`src/rtl/gpr_write_arbiter_if.sv`:
```
// Requester handshakes, register-file write port and status outputs of the
// GPR write arbiter, bundled so the arbiter and its users share one definition.
interface gpr_write_arbiter_if #(
  parameter int unsigned DROP_CNT_W = 8
);
  logic                  i_req0_valid;
  logic [4:0]            i_req0_reg;
  logic [31:0]           i_req0_data;
  logic                  o_req0_ready;
  logic                  i_req1_valid;
  logic [4:0]            i_req1_reg;
  logic [31:0]           i_req1_data;
  logic                  o_req1_ready;
  logic                  o_write_enable;
  logic [4:0]            o_write_reg;
  logic [31:0]           o_write_data;
  logic                  o_init_busy;
  logic                  o_last_grant;
  logic [DROP_CNT_W-1:0] o_drop_count;

  // Arbiter side
  modport slave (
    input  i_req0_valid, i_req0_reg, i_req0_data,
    input  i_req1_valid, i_req1_reg, i_req1_data,
    output o_req0_ready, o_req1_ready,
    output o_write_enable, o_write_reg, o_write_data,
    output o_init_busy, o_last_grant, o_drop_count
  );

  // Requester / environment side
  modport master (
    output i_req0_valid, i_req0_reg, i_req0_data,
    output i_req1_valid, i_req1_reg, i_req1_data,
    input  o_req0_ready, o_req1_ready,
    input  o_write_enable, o_write_reg, o_write_data,
    input  o_init_busy, o_last_grant, o_drop_count
  );
endinterface

```
`src/rtl/gpr_write_arbiter.sv`:
```
// Shares the GPR file write port between two writeback requesters.
// After reset it optionally writes INIT_VALUE to r1..r31, then arbitrates
// round-robin; writes to r0 are accepted, discarded and counted.
module gpr_write_arbiter #(
  parameter bit              INIT_ENABLE = 1'b1,
  parameter logic [31:0]     INIT_VALUE  = 32'h0000_0000,
  parameter int unsigned     DROP_CNT_W  = 8
) (
  input  logic               clock,
  input  logic               reset,
  gpr_write_arbiter_if.slave bus
);

  typedef enum logic {
    ST_INIT,
    ST_ARB
  } state_t;

  state_t                state_q, state_d;
  logic [4:0]            init_idx_q, init_idx_d;
  logic                  we_q, we_d;
  logic [4:0]            wreg_q, wreg_d;
  logic [31:0]           wdata_q, wdata_d;
  logic                  last_q, last_d;
  logic [DROP_CNT_W-1:0] drop_q, drop_d;

  logic                  grant_valid;
  logic                  grant;
  logic [4:0]            sel_reg;
  logic [31:0]           sel_data;

  // State register; reset picks the start state from INIT_ENABLE
  always_ff @(posedge clock) begin
    if (reset) state_q <= INIT_ENABLE ? ST_INIT : ST_ARB;
    else       state_q <= state_d;
  end

  // Next state: leave INIT on the edge that writes r31
  always_comb begin
    state_d = state_q;
    if (state_q == ST_INIT && init_idx_q == 5'd31) state_d = ST_ARB;
  end

  // Round-robin grant; gated by reset so a reset-cycle request is never acknowledged
  always_comb begin
    grant_valid = 1'b0;
    grant       = 1'b0;
    if (state_q == ST_ARB && !reset) begin
      if (bus.i_req0_valid && bus.i_req1_valid) begin
        grant_valid = 1'b1;
        grant       = ~last_q;
      end else if (bus.i_req0_valid) begin
        grant_valid = 1'b1;
        grant       = 1'b0;
      end else if (bus.i_req1_valid) begin
        grant_valid = 1'b1;
        grant       = 1'b1;
      end
    end
    sel_reg  = grant ? bus.i_req1_reg  : bus.i_req0_reg;
    sel_data = grant ? bus.i_req1_data : bus.i_req0_data;
  end

  // Write-port, init counter, last-grant and drop-counter next values
  always_comb begin
    init_idx_d = init_idx_q;
    we_d       = 1'b0;
    wreg_d     = wreg_q;
    wdata_d    = wdata_q;
    last_d     = last_q;
    drop_d     = drop_q;
    if (state_q == ST_INIT) begin
      we_d       = 1'b1;
      wreg_d     = init_idx_q;
      wdata_d    = INIT_VALUE;
      init_idx_d = init_idx_q + 5'd1;
    end else if (grant_valid) begin
      last_d = grant;
      if (sel_reg != 5'd0) begin
        we_d    = 1'b1;
        wreg_d  = sel_reg;
        wdata_d = sel_data;
      end else if (drop_q != '1) begin
        drop_d = drop_q + DROP_CNT_W'(1);
      end
    end
  end

  // Datapath registers
  always_ff @(posedge clock) begin
    if (reset) begin
      init_idx_q <= 5'd1;
      we_q       <= 1'b0;
      wreg_q     <= '0;
      wdata_q    <= '0;
      last_q     <= 1'b1;
      drop_q     <= '0;
    end else begin
      init_idx_q <= init_idx_d;
      we_q       <= we_d;
      wreg_q     <= wreg_d;
      wdata_q    <= wdata_d;
      last_q     <= last_d;
      drop_q     <= drop_d;
    end
  end

  // Outputs
  always_comb begin
    bus.o_req0_ready   = grant_valid && !grant;
    bus.o_req1_ready   = grant_valid &&  grant;
    bus.o_write_enable = we_q;
    bus.o_write_reg    = wreg_q;
    bus.o_write_data   = wdata_q;
    bus.o_init_busy    = (state_q == ST_INIT);
    bus.o_last_grant   = last_q;
    bus.o_drop_count   = drop_q;
  end

endmodule

```
`src/flat_wrapper.sv`:
```
// flat-port wrapper written by rule: the top's interface ports become plain ports
module gpr_write_arbiter_flat 
#(
  parameter bit              INIT_ENABLE = 1'b1,
  parameter logic [31:0]     INIT_VALUE  = 32'h0000_0000,
  parameter int unsigned     DROP_CNT_W  = 8
)
  (clock, reset, bus_i_req0_valid, bus_i_req0_reg, bus_i_req0_data, bus_i_req1_valid, bus_i_req1_reg, bus_i_req1_data, bus_o_req0_ready, bus_o_req1_ready, bus_o_write_enable, bus_o_write_reg, bus_o_write_data, bus_o_init_busy, bus_o_last_grant, bus_o_drop_count);
  gpr_write_arbiter_if #(.DROP_CNT_W(DROP_CNT_W)) bus_i ();
  input  logic clock;
  input  logic reset;
  input wire logic [$bits(bus_i.i_req0_valid)-1:0] bus_i_req0_valid;
  input wire logic [$bits(bus_i.i_req0_reg)-1:0] bus_i_req0_reg;
  input wire logic [$bits(bus_i.i_req0_data)-1:0] bus_i_req0_data;
  input wire logic [$bits(bus_i.i_req1_valid)-1:0] bus_i_req1_valid;
  input wire logic [$bits(bus_i.i_req1_reg)-1:0] bus_i_req1_reg;
  input wire logic [$bits(bus_i.i_req1_data)-1:0] bus_i_req1_data;
  output wire logic [$bits(bus_i.o_req0_ready)-1:0] bus_o_req0_ready;
  output wire logic [$bits(bus_i.o_req1_ready)-1:0] bus_o_req1_ready;
  output wire logic [$bits(bus_i.o_write_enable)-1:0] bus_o_write_enable;
  output wire logic [$bits(bus_i.o_write_reg)-1:0] bus_o_write_reg;
  output wire logic [$bits(bus_i.o_write_data)-1:0] bus_o_write_data;
  output wire logic [$bits(bus_i.o_init_busy)-1:0] bus_o_init_busy;
  output wire logic [$bits(bus_i.o_last_grant)-1:0] bus_o_last_grant;
  output wire logic [$bits(bus_i.o_drop_count)-1:0] bus_o_drop_count;
  assign bus_i.i_req0_valid = bus_i_req0_valid;
  assign bus_i.i_req0_reg = bus_i_req0_reg;
  assign bus_i.i_req0_data = bus_i_req0_data;
  assign bus_i.i_req1_valid = bus_i_req1_valid;
  assign bus_i.i_req1_reg = bus_i_req1_reg;
  assign bus_i.i_req1_data = bus_i_req1_data;
  assign bus_o_req0_ready = bus_i.o_req0_ready;
  assign bus_o_req1_ready = bus_i.o_req1_ready;
  assign bus_o_write_enable = bus_i.o_write_enable;
  assign bus_o_write_reg = bus_i.o_write_reg;
  assign bus_o_write_data = bus_i.o_write_data;
  assign bus_o_init_busy = bus_i.o_init_busy;
  assign bus_o_last_grant = bus_i.o_last_grant;
  assign bus_o_drop_count = bus_i.o_drop_count;
  gpr_write_arbiter #(.INIT_ENABLE(INIT_ENABLE), .INIT_VALUE(INIT_VALUE), .DROP_CNT_W(DROP_CNT_W)) u_core (.clock(clock), .reset(reset), .bus(bus_i));
endmodule
```
`config.mk`:
```
export PLATFORM = sky130hd
export DESIGN_NAME = gpr_write_arbiter_flat
export DESIGN_NICKNAME = d
export VERILOG_FILES = /design/src/rtl/gpr_write_arbiter_if.sv /design/src/rtl/gpr_write_arbiter.sv /design/src/flat_wrapper.sv
export SDC_FILE = /design/constraint.sdc
export NUM_CORES = 1
export LEC_CHECK = 0
export CORE_MARGIN = 1.5
export CORE_UTILIZATION = 37
export CTS_CLUSTER_DIAMETER = 100
export CTS_CLUSTER_SIZE = 10
export DETAILED_ROUTE_END_ITERATION = 10
export GPL_TIMING_DRIVEN = 0
export PLACE_DENSITY = 0.74
export SLEW_MARGIN = 5
export SYNTH_ARGS = -nofsm -noshare
export SYNTH_HDL_FRONTEND = slang
export SYNTH_SLANG_ARGS = --single-unit
```
`constraint.sdc`:
```
create_clock -name clock -period 1.8 [get_ports clock]
set_input_delay 0.18 -clock clock [delete_from_list [all_inputs] [get_ports clock]]
set_output_delay 0.18 -clock clock [all_outputs]
set_load 0.05 [all_outputs]
```
== Word-level counts from Yosys, hierarchy flattened ==
Index checks and enable logic that the tools add are counted.

* Bitwise gates (word level): 3
* $lt $le $gt $ge: 0
* Multiplexer cells: 15
* Div/mod/pow operators: 0
* Reduce and logical (&&, ||, !) cells: 13
* Multiply operators: 0
* Shift operators: 0
* $add $sub $neg: 2
* Eq/ne operators: 4

{| class="wikitable"
|+ Operator list
! kind !! count
|-
| $mux 32 || 1
|-
| $mux 5 || 4
|-
| $mux 1 || 10
|-
| $add 8x1->8 const B || 1
|-
| $ne 8x8->1 const B || 1
|-
| $reduce_and 2->1 || 3
|-
| $add 5x1->5 const B || 1
|-
| $eq 5x5->1 const B || 1
|-
| $logic_and 1x1->1 || 5
|-
| $reduce_bool 5->1 || 1
|-
| $ne 2x2->1 const B || 2
|-
| $reduce_and 4->1 || 1
|-
| $not 1->1 || 3
|-
| $logic_not 1->1 || 2
|-
| $reduce_or 2->1 || 1
|}

* Bits in writable memories: 0
* Register bits after elaboration: 53
* Bits in latches: 0
* Memories kept: 0
* Output and inout bits: 50
* ROM bits: 0
* Input bits: 78

== Depth between registers and ports, before layout ==
Gate-level depths: netlist (run 1).

* Word-level depth: 9
* Gate-level depth with buffers: 7
* Gate-level depth less buffers: 5

== Worst setup path before layout (run 1) ==
No wires, ideal clock.

* Path type: register to register
* From: reg u_core.last_q, in the netlist u_core.bus.o_last_grant
* To: reg u_core.drop_q[7], in the netlist u_core.bus.o_drop_count[7]
* Arrival time: 1.831 ns
* Library setup time: 0.121 ns
* Path slack: -0.152 ns
* Cell stages (with the launch flop): 6
* Clock period less this slack: 1.952 ns
* Path buffers: 1
* Cell sequence: dfxtp_1 a21bo_1 buf_6 o211ai_4 a2111oi_2 mux2_2

* Word-level cells in the longest chain between the ends: 7

{| class="wikitable"
|+ RTL lines
! item !! line !! RTL
|-
| start, declared || gpr_write_arbiter.sv:24 || <nowiki>logic last_q, last_d;</nowiki>
|-
| start signal, assigned || gpr_write_arbiter.sv:103 || <nowiki>last_q <= last_d;</nowiki>
|-
| $not 1->1 || gpr_write_arbiter.sv:51 || <nowiki>grant = ~last_q;</nowiki>
|-
| $mux 1 || gpr_write_arbiter.sv:49 || <nowiki>if (bus.i_req0_valid && bus.i_req1_valid) begin</nowiki>
|-
| $mux 1 || gpr_write_arbiter.sv:48 || <nowiki>if (state_q == ST_ARB && !reset) begin</nowiki>
|-
| $mux 5 || gpr_write_arbiter.sv:60 || <nowiki>sel_reg = grant ? bus.i_req1_reg : bus.i_req0_reg;</nowiki>
|-
| $reduce_bool 5->1 || gpr_write_arbiter.sv:79 || <nowiki>if (sel_reg != 5'd0) begin</nowiki>
|-
| $not 1->1 (no source line) || - ||
|-
| $reduce_and 4->1 (no source line) || - ||
|-
| end signal, assigned || gpr_write_arbiter.sv:104 || <nowiki>drop_q <= drop_d;</nowiki>
|-
| end, declared || gpr_write_arbiter.sv:25 || <nowiki>logic [DROP_CNT_W-1:0] drop_q, drop_d;</nowiki>
|}

Every way passes these cells.
A chain may end at the register's enable or synchronous reset.

== Final worst setup path (run 1) ==
* From: in bus_i_req0_reg[3]
* To: reg u_core.drop_q[7], in the netlist u_core.bus.o_drop_count[7]

* Word-level cells in the longest chain between the ends: 4

{| class="wikitable"
|+ RTL lines
! item !! line !! RTL
|-
| start, declared || flat_wrapper.sv:13 || <nowiki>input wire logic [$bits(bus_i.i_req0_reg)-1:0] bus_i_req0_reg;</nowiki>
|-
| $mux 5 || gpr_write_arbiter.sv:60 ||
|-
| $reduce_bool 5->1 || gpr_write_arbiter.sv:79 ||
|-
| $not 1->1 (no source line) || - ||
|-
| $reduce_and 4->1 (no source line) || - ||
|}

Every way passes these cells.

==> run summary, run 1 <==
## Worst setup path
• cells on worst reg2reg path: 6
• maximum fanout encountered on the critical timing path: 7
• critical setup path kind: in -> reg
• Worst EP arrival: 1980 ps
• required time reported for the critical path endpoint: 1990 ps
• CP Capture Type: flop
• Setup crit start kind: input port
• Worst R2R Setup Slack: 20 ps

## STA
• number of max-slew violations in the final report: 0
• total setup violations reported at the end of the flow: 0
• final count of hold timing violations: 0
• Final min period: 1790 ps
• Final Skew: 5.97 ps
• Least-Margin Pin Slew: 534 ps
• share of the clock period used by the worst path: 99.5%
• final sum of negative setup slack: 0 ps
• worst rel slew slack: 64.3%
• maximum clock rate: 559 MHz

## Die
• die outline area: 0.00776 mm^2
• Core Area: 0.00691 mm^2
• IO Pins: 128
• horizontal die dimension: 88.1 um
• starting density of the core: 38.8%
• Die Ht: 88.1 um
• Placement Rows: 30

## Clock network
• worst skew pair latency: 300 ps
• master cell of the clock root buffer: sky130_fd_sc_hd__clkbuf_8
• Worst-path clk slew: 100 ps
• CTS sink cnt: 53
• cts hold-fix bufs: 0
• H-Tree Depth: 2
• Max Root-Sink Buffers: 2
• number of buffers inserted during clock tree synthesis: 5
• clock tree from TritonCTS: done

## Routing
• vias per cell: 4.98
• DRC violations left: 0
• Via Count: 2,519
• Pre-Repair DR Iteration Count: 4
• First DRT Iteration DRCs: 88
• total wire length: 7.51 mm
• post-route antenna net violation count: 0
• average wire length per cell after detail routing: 14.8 um

## Synth
• post-synthesis instance area: 0.00268 mm^2
• synthesis-stage register bit count: 53
• synthesized netlist cell count: 269
• Avg Inst Size Synth: 9.96 um^2
• biggest area contributors in the synthesized netlist: sky130_fd_sc_hd__dfxtp_1 40%, sky130_fd_sc_hd__mux2i_1 25%, sky130_fd_sc_hd__nand2_1 4.8%
• share of Yosys cell area claimed by the top area cell type: 39.6%
• share of synthesized area occupied by flip-flops and latches: 39.6%
• net count after synthesis: 350
• cell type with the largest total area after synthesis: sky130_fd_sc_hd__dfxtp_1
• Netlist cell types: 37
• warning count from the yosys run: 0

## Layout
• final standard cell area without fillers: 0.00437 mm^2
• commonest cells after routing, fill and taps aside: 120 x sky130_fd_sc_hd__clkdlybuf4s50_1, 67 x sky130_fd_sc_hd__mux2i_1, 47 x sky130_fd_sc_hd__dfxtp_1
• number of diodes added for antenna fixing: 0
• leading cell type in the layout, fill and taps excluded: sky130_fd_sc_hd__clkdlybuf4s50_1
• share of layout cells above drive strength 1: 14.4%
• number of flip-flops under the largest register name: 32
• Area growth syn-to-layout: 63.1%
• post-layout util: 63.2%
• # nets final: 490
• Filler Cells Inserted: 597

## GRT
• largest net degree at the start of global routing: 18
• global-route wire length before repair: 10.9 mm
• via count of the first global-routing pass: 2,314
• initial antenna violation count: 0
• sum of overflow across all layers after global routing: 0
• combined global-route utilization of all metal layers: 18.0%

## Min path
• Hold Crit Depth: 2
• Min-Delay Path Class: reg -> reg

## Placement
• RD Place Congestion: 0.817
• Post-DP Area: 0.00408 mm^2
• DPL Wire Length: 5.52 mm
• number of port buffers: 127

## Pwr
• post-route total power: 2240 uW
• power per cell area: 512 mW/mm^2
• leakage dissipation: 0.00185 uW
• largest voltage drop on the vdd net: 355 uV

## Outcome
• result of the run: complete, no violations

## Flow run
• MaxCap Viol Count: 0

[path summary, 6_finish.rpt]
kind / start / to
min reg2reg: u_core.bus.o_write_data[20] / u_core.bus.o_write_data[20]
max: bus_i_req0_reg[3] / u_core.bus.o_drop_count[7]
min: u_core.bus.o_write_data[20] / u_core.bus.o_write_data[20]
max reg2reg: u_core.bus.o_last_grant / u_core.bus.o_drop_count[7]
[metal layers]
| layer | GRT usage (%) | wire (um) | share of wire (%) | vias to the layer above |
|---|---|---|---|---|
| met5 | 0 | 0 | 0 | - |
| met4 | 5.54 | 116 | 1.5 | 0 |
| met3 | 2.73 | 539 | 7.2 | 10 |
| met2 | 31.3 | 3690 | 49 | 108 |
| met1 | 23.0 | 3170 | 42 | 1173 |
| li1 | - | - | - | 1228 |
[cells in the mapped netlist (all sizes together)]
cell,instances
a21bo,1
a2111oi,3
nor2,19
o21ai,1
a21oi,4
o211ai,1
xnor2,1
o221ai,1
a31oi,1
nand4,3
nand2,34
a22oi,4
o22ai,5
nand3b,5
a211oi,3
xor2,1
dfxtp,53
inv,5
clkbuf,6
mux2,12
buf,10
nor3,2
or2,1
o21bai,1
and3,2
nand2b,3
a21boi,1
ha,3
nand3,6
nor2b,10
mux2i,67
[worst max-delay path: stages]
cell and delay, ps:
sky130_fd_sc_hd__clkdlybuf4s50_1 430, sky130_fd_sc_hd__nor3_2 310, sky130_fd_sc_hd__o211ai_4 150, sky130_fd_sc_hd__buf_12 170, sky130_fd_sc_hd__a2111oi_4 360, sky130_fd_sc_hd__mux2_2 370
[power breakdown]
| part | total, uW | internal [uW] | switching (uW) |
|---|---|---|---|
| Clock | 671 | 277 | 395 |
| Sequential | 1200 | 1190 | 13.7 |
| Combinational | 364 | 226 | 138 |
| Total | 2240 | 1690 | 546 |
[per-stage QoR]
stage	instances	hold slack [ps]	setup WS, ps
after floorplan	269	363	21.9
after global placement	492	441	-923
after detailed placement	492	449	-922
after CTS	501	463	-0.575
after global routing	506	474	-12.6
final	506	462	9.61
[final cells by class]
| cell class | instances | area, um^2 | share of cell area, % |
|---|---|---|---|
| Buffer | 16 | 136 | 3.12 |
| Multi-Input combinational cell | 196 | 1620 | 37.1 |
| Timing Repair Buffer | 132 | 1310 | 30.0 |
| Clock inverter | 3 | 21.3 | 0.487 |
| Sequential cell | 53 | 1070 | 24.5 |
| Inverter | 5 | 18.8 | 0.430 |
| Clock buffer | 5 | 68.8 | 1.58 |
| Tap cell | 96 | 120 | 2.75 |
[cell families after synthesis]
group	synth area share (%)
DFF	39.6
AOI/OAI and AO/OA	8.27
adders and majority gates	1.40
and+or+nand+nor	15.0
muxes	30.1
buffers and inverters	5.00
xor gates and xnor gates	0.654
[timing repair]
item	in CTS	in global routing
cloned	0	1
setup endpoints to repair	41	26
pin swaps	1	2
buffers inserted	1	4
gates resized for setup	25	16
No activity file was read; power rests on OpenSTA's default activity.
==> run 2, diff against run 1 <==
--- a/config.mk
+++ b/config.mk
@@ -5,6 +5,7 @@
 export SDC_FILE = /design/constraint.sdc
 export NUM_CORES = 1
 export LEC_CHECK = 0
+export CORE_ASPECT_RATIO = 0.75
 export CORE_MARGIN = 1.5
 export CORE_UTILIZATION = 37
 export CTS_CLUSTER_DIAMETER = 100
==> run summary, run 2 (same netlist as run 1, synthesis figures left out) <==
## Outcome
• result of the run: finished, violations left
• violated checks: setup timing

## Die
• Core Area: 0.00690 mm^2, -0.14%
• starting density of the core: 38.8%, +0.056 points
• IO Pins: 128, unchanged
• Die Ht: 76.7 um, -13%
• die outline area: 0.00776 mm^2, about the same
• Placement Rows: 26, -13%
• horizontal die dimension: 101 um, +15%

## GRT
• global-route wire length before repair: 11.2 mm, +2.2%
• via count of the first global-routing pass: 2,267, -2.0%
• met1 capacity usage during global routing: 24.7%, +1.7 points
• initial antenna violation count: 0, unchanged
• combined global-route utilization of all metal layers: 17.9%, -0.081 points
• sum of overflow across all layers after global routing: 0, unchanged
• GRT met2 Usage: 28.8%, -2.5 points
• largest net degree at the start of global routing: 18, unchanged
• GR Util met3: 4.19%, +1.5 points
• layer with the highest usage after global routing: met2

## Pwr
• share of power burned in the clock network: 30.5%, +0.5 points
• net switching power: 557 uW, +2.0%
• Sw Ratio: 24.8%, +0.37 points
• leakage dissipation: 0.00186 uW, +0.59%
• part of the power in combinational logic: 16.1%, -0.2 points
• largest voltage drop on the vdd net: 380 uV, +7.1%
• Flop pwr share: 53.4%, -0.3 points
• power per cell area: 514 mW/mm^2, +0.47%
• internal power: 1690 uW, about the same

## Worst setup path
• critical setup path kind: in -> reg
• Crit. path cell count: 6, unchanged
• maximum fanout encountered on the critical timing path: 7, unchanged
• kind of cell with the highest combined delay on the critical path: buffers and inverters
• CP Capture Type: flop
• cell at the slowest stage of the critical path: sky130_fd_sc_hd__clkdlybuf4s50_1
• critical path capture point: u_core.bus.o_drop_count[7]
• required time reported for the critical path endpoint: 2000 ps, about the same
• start point of the critical path: bus_i_req0_reg[3]
• destination of the worst register-to-register timing path: u_core.bus.o_drop_count[7]
• Worst R2R Start: u_core.bus.o_last_grant
• Worst EP arrival: 2010 ps, +30 ps
• chain of cells forming the critical path: clkdlybuf4s50_1, nor3_2, o211ai_4, buf_12, a2111oi_4, mux2_4
• Worst R2R Setup Slack: 30 ps, about the same
• crit path buf inv count: 2, unchanged
• cells on worst reg2reg path: 6, unchanged
• largest stage delay on the critical path: 440 ps, about the same
• Setup crit start kind: input port

## Clock network
• H-Tree Depth: 2, unchanged
• cts hold-fix bufs: 0, unchanged
• Worst-path clk slew: 100 ps, about the same
• master cell of the clock root buffer: sky130_fd_sc_hd__clkbuf_8
• clock tree from TritonCTS: done
• number of buffers inserted during clock tree synthesis: 5, unchanged
• Max Root-Sink Buffers: 2, unchanged
• CTS sink cnt: 53, unchanged
• worst skew pair latency: 310 ps, about the same

## Routing
• total wire length: 7.40 mm, -1.5%
• post-route antenna net violation count: 0, unchanged
• Via Count: 2,474, -1.8%
• DRC violations left: 0, unchanged
• average wire length per cell after detail routing: 14.5 um, -2.0%
• vias per cell: 4.86, -2.4%
• First DRT Iteration DRCs: 77, -13%
• Pre-Repair DR Iteration Count: 5, +1

## STA
• number of max-slew violations in the final report: 0, unchanged
• Final min period: 1810 ps, +20.0 ps
• fin worst setup slack: -10.4 ps, -20.0 ps
• Least-Margin Pin Slew: 535 ps, +1.19 ps
• share of the clock period used by the worst path: 101%, +1.1 points
• Final Skew: 8.13 ps, +2.15 ps
• final count of hold timing violations: 0, unchanged
• RSZ-0062 raised after global routing: true
• maximum clock rate: 552 MHz, -1.1%
• total setup violations reported at the end of the flow: 1, +1
• worst rel slew slack: 64.2%, -0.079 points

## Layout
• Area growth syn-to-layout: 63.0%, about the same
• commonest cells after routing, fill and taps aside: 120 x sky130_fd_sc_hd__clkdlybuf4s50_1, 67 x sky130_fd_sc_hd__mux2i_1, 47 x sky130_fd_sc_hd__dfxtp_1
• number of diodes added for antenna fixing: 0, unchanged
• leading cell type in the layout, fill and taps excluded: sky130_fd_sc_hd__clkdlybuf4s50_1
• share of layout cells above drive strength 1: 13.6%, -0.76 points
• # nets final: 491, +0.20%
• final standard cell count with taps included and fillers excluded: 509, +0.59%
• post-layout util: 63.3%, +0.074 points
• number of flip-flops under the largest register name: 32, unchanged

## Placement
• setup slack at placement: -1010 ps, -88.7 ps
• cell count after placement: 494, +0.41%
• RD Place Congestion: 0.839, +2.6%
• number of port buffers: 127, unchanged
• DPL Wire Length: 5.56 mm, +0.68%

## Flow run
• MaxCap Viol Count: 0, unchanged

## Min path
• Min-Delay Path Class: reg -> reg
• start point of the worst hold path: u_core.bus.o_write_data[5]

run 2: power by group through the flow:
stage / clock network, uW / logic (uW) / registers, uW
global placement: 0 / 346 / 1230
CTS: 713 / 357 / 1200
finish: 685 / 363 / 1200
global route: 758 / 388 / 1200
floorplan: 0 / 110 / 1250
detailed placement: 0 / 351 / 1230
run 2: final cells by class:
class | instances | area (um^2)
timing repair buffer | 133 | 1320
fill | 590 | 2530
clock buffer | 5 | 68.8
inverter | 5 | 18.8
clock inverter | 3 | 21.3
multi-input combinational | 196 | 1610
tap | 98 | 123
buffer | 16 | 136
sequential | 53 | 1070
run 2: worst min-delay path by stage:
| stage | endpoint | slack (ps) | cells past startpoint |
|---|---|---|---|
| after floorplan | u_core.bus.o_write_data[16] | 360 | 2 |
| after global placement | u_core.bus.o_write_data[30] | 440 | 2 |
| after detailed placement | u_core.bus.o_write_data[14] | 450 | 2 |
| after CTS | u_core.bus.o_write_data[14] | 460 | 2 |
| after global routing | u_core.bus.o_write_data[14] | 480 | 2 |
| final | u_core.bus.o_write_data[5] | 460 | 2 |
run 2: metrics by stage:
step	cell area, um^2	setup TNS [ps]	power, uW	hold WS, ps
finish	4370	-10.4	2250	464
global route	4370	-25.7	2350	483
CTS	4220	-47.8	2270	465
detailed placement	4080	-23720	1580	449
global placement	4080	-20330	1570	442
floorplan	2690	0	1360	363
run 2: per-layer routing:
metal	up-vias	wire length [um]
met5	-	0
met2	99	3290
met3	2	607
met1	1135	3480
li1	1238	-
met4	0	20
run 2: worst register-to-register path, cell delays in order, from the launching register on:
cell and delay (ps):
sky130_fd_sc_hd__dfxtp_4 400, sky130_fd_sc_hd__a21bo_1 130, sky130_fd_sc_hd__buf_6 140, sky130_fd_sc_hd__o211ai_4 110, sky130_fd_sc_hd__buf_12 180, sky130_fd_sc_hd__a2111oi_4 390
sky130_fd_sc_hd__mux2_4 330
run 2: what timing repair did:
action / CTS / global route
endpoints found under the setup margin: 49 / 17
setup buffers: 1 / 5
cloned: 0 / 1
pin swaps: 2 / 3
resized for setup: 24 / 15
==> run 3, diff against run 2 <==
--- a/config.mk
+++ b/config.mk
@@ -12,7 +12,7 @@
 export CTS_CLUSTER_SIZE = 10
 export DETAILED_ROUTE_END_ITERATION = 10
 export GPL_TIMING_DRIVEN = 0
-export PLACE_DENSITY = 0.74
+export PLACE_DENSITY_LB_ADDON = 0.08
 export SLEW_MARGIN = 5
 export SYNTH_ARGS = -nofsm -noshare
 export SYNTH_HDL_FRONTEND = slang
==> run summary, run 3 (same netlist as run 1, synthesis figures left out) <==
## STA
• number of max-slew violations in the final report: 0, unchanged
• maximum clock rate: 573 MHz, +3.7%
• share of the clock period used by the worst path: 97.0%, -3.6 points
• Least-Margin Pin Slew: 541 ps, +5.71 ps
• Final min period: 1750 ps, -65.1 ps
• Final Skew: 7.00 ps, -1.13 ps
• RSZ-0062 raised after global routing: true
• total setup violations reported at the end of the flow: 0, -1
• worst rel slew slack: 63.8%, -0.38 points
• final count of hold timing violations: 0, unchanged
• final sum of negative setup slack: 0 ps, +10.4 ps

## Placement
• DPL Wire Length: 5.49 mm, -1.3%
• cell count after placement: 494, unchanged
• RD Place Congestion: 0.798, -4.9%
• number of port buffers: 127, unchanged

## Routing
• total wire length: 7.23 mm, -2.3%
• First DRT Iteration DRCs: 100, +30%
• Pre-Repair DR Iteration Count: 4, -1
• vias per cell: 4.83, -0.65%
• DRC violations left: 0, unchanged
• average wire length per cell after detail routing: 14.2 um, -2.1%
• Via Count: 2,453, -0.85%
• post-route antenna net violation count: 0, unchanged

## Die
• starting density of the core: 38.8%, unchanged
• IO Pins: 128, unchanged
• die outline area: 0.00776 mm^2, unchanged
• Core Area: 0.00690 mm^2, unchanged
• horizontal die dimension: 101 um, unchanged
• Placement Rows: 26, unchanged
• Die Ht: 76.7 um, unchanged

## Clock network
• Worst-path clk slew: 100 ps, about the same
• worst skew pair latency: 310 ps, about the same
• Max Root-Sink Buffers: 2, unchanged
• cts hold-fix bufs: 0, unchanged
• CTS sink cnt: 53, unchanged
• number of buffers inserted during clock tree synthesis: 5, unchanged
• H-Tree Depth: 2, unchanged
• clock tree from TritonCTS: done
• master cell of the clock root buffer: sky130_fd_sc_hd__clkbuf_8

## GRT
• sum of overflow across all layers after global routing: 0, unchanged
• via count of the first global-routing pass: 2,320, +2.3%
• largest net degree at the start of global routing: 17, -1
• initial antenna violation count: 0, unchanged
• global-route wire length before repair: 11.5 mm, +3.0%
• combined global-route utilization of all metal layers: 18.4%, +0.49 points

## Layout
• share of layout cells above drive strength 1: 13.2%, -0.45 points
• number of flip-flops under the largest register name: 32, unchanged
• Area growth syn-to-layout: 63.8%
• Filler Cells Inserted: 598, +1.4%
• FF+latch area: 0.00107 mm^2, unchanged
• multi-input gate area in the final layout: 0.00160 mm^2, -0.55%
• number of diodes added for antenna fixing: 0, unchanged
• # nets final: 490, -0.20%
• commonest cells after routing, fill and taps aside: 120 x sky130_fd_sc_hd__clkdlybuf4s50_1, 67 x sky130_fd_sc_hd__mux2i_1, 47 x sky130_fd_sc_hd__dfxtp_1
• final standard cell count with taps included and fillers excluded: 508, -0.20%
• leading cell type in the layout, fill and taps excluded: sky130_fd_sc_hd__clkdlybuf4s50_1

## Min path
• Min-Delay Path Class: reg -> reg

## Pwr
• leakage dissipation: 0.00187 uW, +0.39%
• post-route total power: 2400 uW, +7.0%
• power per cell area: 547 mW/mm^2, +6.4%
• largest voltage drop on the vdd net: 363 uV, -4.5%

## Worst setup path
• Setup crit start kind: flop
• critical setup path kind: reg -> reg
• Worst EP arrival: 1940 ps, -70 ps
• maximum fanout encountered on the critical timing path: 7, unchanged
• required time reported for the critical path endpoint: 2000 ps, about the same
• CP Capture Type: flop

## Flow run
• MaxCap Viol Count: 0, unchanged

## Outcome
• result of the run: complete, no violations

## run 3: cell types whose count changed in the layout (fill, tap and decap cells not counted), sizes merged
cell and change:
clkbuf +2, inv -1, clkinv -1, buf -2, bufinv +1
## run 3: final timing paths
path,slack [ps],end,cells past startpoint,start
max,50,u_core.bus.o_drop_count[5],5,u_core.bus.o_drop_count[0]
max reg2reg,50,u_core.bus.o_drop_count[5],5,u_core.bus.o_drop_count[0]
min,460,u_core.bus.o_write_data[17],2,u_core.bus.o_write_data[17]
min reg2reg,460,u_core.bus.o_write_data[17],2,u_core.bus.o_write_data[17]
## run 3: report_power, final
group	switching, uW	total [uW]	internal, uW
Clock	393	845	453
Sequential	12.5	1200	1180
Combinational	133	359	226
## run 3: metal layers
| layer | wire [um] | GRT usage [%] | vias to the layer above |
|---|---|---|---|
| met5 | 0 | 0 | - |
| met4 | 46 | 4.17 | 0 |
| met3 | 573 | 5.20 | 5 |
| met2 | 3220 | 29.7 | 85 |
| met1 | 3390 | 24.4 | 1127 |
| li1 | - | - | 1236 |
## run 3: worst max-delay path: stages (launching register included)
cell                        delay, ps
sky130_fd_sc_hd__dfxtp_2          360
sky130_fd_sc_hd__ha_2             210
sky130_fd_sc_hd__nand3_1          140
sky130_fd_sc_hd__o221ai_4         210
sky130_fd_sc_hd__a2111oi_4        370
sky130_fd_sc_hd__mux2_1           350
## run 3: per-stage QoR
stage	hold slack [ps]	cell area, um^2	util, %	worst slack (ps)
2_1_floorplan	363	2690	-	21.9
3_3_place_gp	441	4080	59.1	-1000
3_5_place_dp	452	4080	59.1	-1030
4_1_cts	466	4280	62.0	3.92
5_1_grt	485	4390	63.6	-9.60
6_report	463	4390	63.6	54.8
## run 3: timing repair
item | in CTS | in global routing
pin swaps | 1 | 1
endpoints found under the setup margin | 50 | 10
resized for setup | 28 | 8
cloned | 0 | 1
buffers inserted | 1 | 5
## run 3: layout make-up
class | count | area share (%)
plain buffers | 15 | 2.77
clock inverters | 2 | 0.855
well taps | 98 | 2.79
repair buffers | 133 | 30.4
clock buffers | 6 | 1.88
multi-input cells | 196 | 36.4
inverters | 5 | 0.428
flip-flops and latches | 53 | 24.5
